==> src/rtl/alu_cmd_sequencer.sv <==
// alu_cmd_sequencer: sequences one command at a time through an external
// combinational ALU with valid/ready command and response handshakes.
module alu_cmd_sequencer #(
    parameter int CNT_W = 8
) (
    input  logic             clk,
    input  logic             rst,
    input  logic             cmd_valid,
    output logic             cmd_ready,
    input  logic [3:0]       cmd_a,
    input  logic [3:0]       cmd_b,
    input  logic [2:0]       cmd_sel,
    output logic [3:0]       alu_a,
    output logic [3:0]       alu_b,
    output logic [2:0]       alu_sel,
    input  logic [3:0]       alu_result,
    input  logic             alu_carry_out,
    input  logic             alu_zero,
    output logic             rsp_valid,
    input  logic             rsp_ready,
    output logic [3:0]       rsp_result,
    output logic             rsp_carry,
    output logic             rsp_zero,
    output logic             rsp_err,
    output logic [CNT_W-1:0] op_count
);

    typedef enum logic [2:0] {
        IDLE = 3'b001,
        EXEC = 3'b010,
        RESP = 3'b100
    } state_t;

    state_t state;

    logic sel_bad;
    assign sel_bad = (alu_sel > 3'd4);

    // Command/response FSM; all handshake outputs are registered.
    always_ff @(posedge clk) begin
        if (rst) begin
            state      <= IDLE;
            cmd_ready  <= 1'b1;
            rsp_valid  <= 1'b0;
            rsp_result <= '0;
            rsp_carry  <= 1'b0;
            rsp_zero   <= 1'b0;
            rsp_err    <= 1'b0;
            alu_a      <= '0;
            alu_b      <= '0;
            alu_sel    <= '0;
            op_count   <= '0;
        end else begin
            case (state)
                IDLE: begin
                    if (cmd_valid) begin
                        alu_a     <= cmd_a;
                        alu_b     <= cmd_b;
                        alu_sel   <= cmd_sel;
                        cmd_ready <= 1'b0;
                        state     <= EXEC;
                    end
                end
                EXEC: begin
                    if (sel_bad) begin
                        rsp_result <= '0;
                        rsp_carry  <= 1'b0;
                        rsp_zero   <= 1'b0;
                        rsp_err    <= 1'b1;
                    end else begin
                        rsp_result <= alu_result;
                        rsp_carry  <= alu_carry_out;
                        rsp_zero   <= alu_zero;
                        rsp_err    <= 1'b0;
                    end
                    rsp_valid <= 1'b1;
                    state     <= RESP;
                end
                RESP: begin
                    if (rsp_ready) begin
                        if (!rsp_err) begin
                            op_count <= op_count + CNT_W'(1);
                        end
                        rsp_valid <= 1'b0;
                        cmd_ready <= 1'b1;
                        state     <= IDLE;
                    end
                end
                default: begin
                    rsp_valid <= 1'b0;
                    cmd_ready <= 1'b1;
                    state     <= IDLE;
                end
            endcase
        end
    end

endmodule

==> config.mk <==
export PLATFORM = sky130hd
export DESIGN_NAME = alu_cmd_sequencer
export DESIGN_NICKNAME = d
export VERILOG_FILES = /design/src/rtl/alu_cmd_sequencer.sv
export SDC_FILE = /design/constraint.sdc
export NUM_CORES = 1
export LEC_CHECK = 0
export ABC_AREA = 1
export CORE_MARGIN = 10
export CORE_UTILIZATION = 44
export DETAILED_ROUTE_END_ITERATION = 7
export GPL_TIMING_DRIVEN = 1
export PLACE_DENSITY = 0.81
export SETUP_SLACK_MARGIN = 0.1
export SYNTH_ARGS = -nofsm -noshare
export SYNTH_HDL_FRONTEND = slang
export SYNTH_SLANG_ARGS = --single-unit
==> constraint.sdc <==
create_clock -name clk -period 3.4 [get_ports clk]
set_input_delay 0.51 -clock clk [delete_from_list [all_inputs] [get_ports clk]]
set_output_delay 0.51 -clock clk [all_outputs]
set_load 0.05 [all_outputs]
---- Word-level counts from Yosys, hierarchy flattened ----
Index checks and enable logic that the tools add are counted.
word-level totals
  memories kept ........................... 0
  memory bits (writable) .................. 0
  bits in read-only memories .............. 0
  bits in latches ......................... 0
  register bits after elaboration ......... 31
  output and inout bits ................... 28
  input port bits ......................... 21
  logic and storage cells ................. 38
cells by class
  $lt $le $gt $ge ......................... 1
  div/mod/pow operators ................... 0
  reduce and logical (&&, ||, !) cells .... 5
  shift operators ......................... 0
  equal/unequal tests ..................... 5
  $mul .................................... 0
  $add $sub $neg .......................... 1
  multiplexer cells ....................... 12
  bitwise gates (word level) .............. 3
operator list
  kind                                                  count
  case mux 3 bit (3 select lines)                       1
  adder 8 x 1 -> 8 bit, second input constant           1
  two-way mux 1 bit                                     6
  two-way mux 3 bit                                     2
  case mux 1 bit (3 select lines)                       2
  AND reduction 2 bit                                   3
  AND reduction 3 bit                                   2
  two-way mux 4 bit                                     1
  inequality test 2 bit, second input constant          2
  == test 3 x 1 -> 1 bit, second input constant         1
  == test 3 x 2 -> 1 bit, second input constant         1
  == test 3 bit, second input constant                  1
  greater-than comparator 3 bit, second input constant  1
  inverter 1 bit                                        3

---- Depth between registers and ports, before layout ----
  depth in word-level cells ............... 3
  depth in mapped cells ................... 8
  depth with buffers taken out ............ 8

---- Worst setup path before layout ----
Ideal clock, no wire load.
  path type ............................... register -> register
  from .................................... reg op_count[1]
  to ...................................... reg op_count[6]
  clock period less this slack ............ 1.591 ns
  cell stages (with the launch flop) ...... 9
  library setup time ...................... 0.114 ns
  setup slack ............................. 1.809 ns
  required time ........................... 3.286 ns
  data arrival time ....................... 1.476 ns
  path buffers ............................ 0
  cell sequence ........................... dfxtp_1 ha_1 nand2_1 nor2_1 nand2_1 nor2_1 nand2_1 nand2_1 nor2_1
on the way
  word-level cells in the longest chain between the ends .. 1
ends and longest elaborated chain
  element                 line  source
  from (decl)             25    output logic [CNT_W-1:0] op_count
  from (signal assigned)  82    op_count <= op_count + CNT_W'(1);
  adder 8 x 1 -> 8 bit    82
No other way between the ends.
A chain may end at the register's enable or synchronous reset.

---- Worst setup path after layout ----
  from .................................... reg op_count[3]
  to ...................................... out op_count[3]
No word-level cell between the ends.

==> reports/metrics.yaml <==
cts:
  cts_root_buffer: "clkbuf_4"
  cts.repair.resized: 0
  path_clk_slew_ns: 0.10
  cts-htree-levels: 2
  clock_sinks: 31
  cts_tree: "yes"
  post_cts_buffers: 0
  cts.hold.buffers_added: 0
  clk_latency_ns: 0.33
  cts_buffer_depth: 2
  cts_buffers: 5
sta:
  setup_tns_ns: 0
  timing.fmax_mhz: 475
  hold_viol: 0
  drv_slew: 0
  setup_viol: 0
  fin_crit_ns: 2.11
  period_share_pct: 61.9
  rsz0062_at_grt: "no"
  worst_pin_slew_ns: 0.512
  skew_ns: 0.00537
  maxSlewHeadroom_pct: 65.8
global_routing:
  grt_pass1_wl_mm: 5.18
  grt_use_met2_pct: 20.9
  gr-max-usage-layer: "met2"
  first_global_vias: 1211
  track_usage_pct: 12.0
  grt_antenna_before_repair: 0
  grt_start_max_net_pins: 19
  grt_use_met3_pct: 6.53
  grt_overflow_total: 0
  gr-usage-met1_pct: 11.5
setup_path:
  crit_path_start_kind: "flip-flop"
  reg2reg_depth: 5
  worstSetupPathType: "flip-flop to output pin"
  r2r-start: "state[1]"
  crit_path_top_delay_cell: "clkdlybuf4s50_1"
  cp_max_fo: 5
  r2r-end: "alu_sel[1]"
  r2r_setup_slack_ns: 2.11
  critPathCaptureType: "output pin"
  crit_chain: "clkdlybuf4s50_1"
  critPathMaxStageDelay_ns: 0.83
  required_ns: 2.89
  critical_path_arrival_ns: 1.60
  cp_top_family: "buffers and inverters"
  critPathBufInv: 1
placed_design:
  placed_cell_area_um2: 1720
  place_congestion: 0.769
  dp_hpwl_mm: 2.44
  io_buffers: 48
run:
  cap_viol_max_count: 0
floorplanning:
  rows: 19
  dieArea_um2: 5320
  ios: 49
  core_um2: 2710
  fp.dieH_um: 72.9
  dieWidth_um: 72.9
  start_util_pct: 45.5
synth:
  synth_top_cell_area_share_pct: 50.4
  synth_edf_count: 0
  yosysSeqAreaShare_pct: 50.4
  synth_cell_types: 20
  synth_nets: 185
  synth_area_leaders: "dfxtp_1 (50%), nor2_1 (11%), nand2_1 (10%), o21ai_0 (5.7%), a21oi_1 (5.3%)"
  ys_async_sr_fraction_pct: 0
  synth_warnings: 0
  post-synth-top-count-cell: "nor2_1"
  syn_inst: 163
  synthTopCellsByCount: "nor2_1 (35), nand2_1 (34), dfxtp_1 (31), o21ai_0 (14)"
  synth_top_cell_by_area: "dfxtp_1"
  synthFlopType: "dfxtp_1"
  syn-cell-area_um2: 1230
  syn_area_per_cell_um2: 7.56
  yosys_register_bits: 31
worst_hold_path:
  min_to: "cmd_ready"
  min_from: "cmd_ready"
  hp-class: "flip-flop to flip-flop"
  holdPathStages: 2
power_and_ir_drop:
  ir_worst_vdd_mv: 0.369
  power_uw: 827
  p_per_area_nw_per_um2: 462
  power_leakage_uw: 0.000705
detailed_routing:
  drc_errors: 0
  vias: 1178
  routedWlPerCell_um: 12.6
  wirelength_mm: 3.11
  dr.pass1.iters: 4
  drt_iter0_drc: 79
  ant_nets: 0
  drt-vias-per-instance: 4.79
layout:
  syn_to_final_growth_pct: 45.3
  finalInstanceArea_um2: 1790
  num-fill-cells: 245
  antenna_cells: 0
  layout-drive-gt1-share_pct: 6.51
  final_nets: 236
run_status:
  status: "completed"
cell families after synthesis:
logic type	share of synthesized area [%]
adder cells (fa/ha/maj)	1.02
buffers and inverters	6.70
AO/OA/AOI/OAI	12.8
flip-flops	50.4
AND/OR/NAND/NOR	29.1
per-stage QoR:
| step | std cells | worst slack (ns) | utilization, % | hold slack [ns] |
|---|---|---|---|---|
| after floorplan | 163 | 1.81 | - | 0.593 |
| after global placement | 238 | 1.48 | 63.5 | 0.443 |
| after detailed placement | 238 | 1.36 | 63.5 | 0.443 |
| after CTS | 246 | 1.28 | 66.1 | 0.462 |
| after global routing | 246 | 1.23 | 66.1 | 0.494 |
| final | 246 | 1.29 | 66.1 | 0.455 |
state kept, by name, indices dropped and copies added, names as in the netlist:
signal and flops:
alu_a 4, alu_b 4, alu_sel 3, cmd_ready 1, op_count 8, rsp_carry 1
rsp_err 1, rsp_result 4, rsp_valid 1, rsp_zero 1, state 3
worst max path at each step:
stage,start,to,cells past startpoint
final,op_count[3],op_count[3],1
after global routing,op_count[2],op_count[2],1
after CTS,op_count[2],op_count[2],1
after detailed placement,rst,alu_sel[1],4
after global placement,rst,op_count[0],4
after floorplan,op_count[1],op_count[6],8
metal layers:
layer  routed length, um  vias to the layer above
met2                1520                       37
met3                 325                        4
met4                  40                        0
met5                   0                        -
li1                    -                      620
met1                1220                      517
report_power, final:
part           internal [uW]  switching (uW)  leakage, uW
Clock                    122             124    0.0000386
Combinational           68.8             116     0.000413
Sequential               384            12.4     0.000253
Total                    575             252     0.000705
layout make-up:
cell class	instances	area, um^2	area share, %
Inverter	14	52.6	2.94
Clock buffer	8	68.8	3.84
Sequential cell	31	621	34.7
Multi-Input combinational cell	114	529	29.6
Tap cell	31	38.8	2.17
Timing Repair Buffer	48	480	26.8
layout by cell type (no fill, tap or decap):
cell type        synthesis  layout
clkbuf_4                 0       5
inv_2                    1       1
nand3b_1                 1       1
o21a_1                   2       2
a211oi_1                 1       1
nand3_1                  5       5
clkdlybuf4s50_1          0      48
nor2_4                   2       2
a21oi_1                 13      13
inv_1                   13      13
nand3_2                  1       1
nand2_1                 34      34
clkbuf_1                 2       1
ha_1                     1       1
dfxtp_1                 31      31
nor3_2                   1       1
nor2_2                   1       1
o21ai_0                 14      14
clkbuf_8                 0       2
nor2_1                  35      35
nand4_1                  2       2
nand2_2                  1       1
No activity file was read; power rests on OpenSTA's default activity.
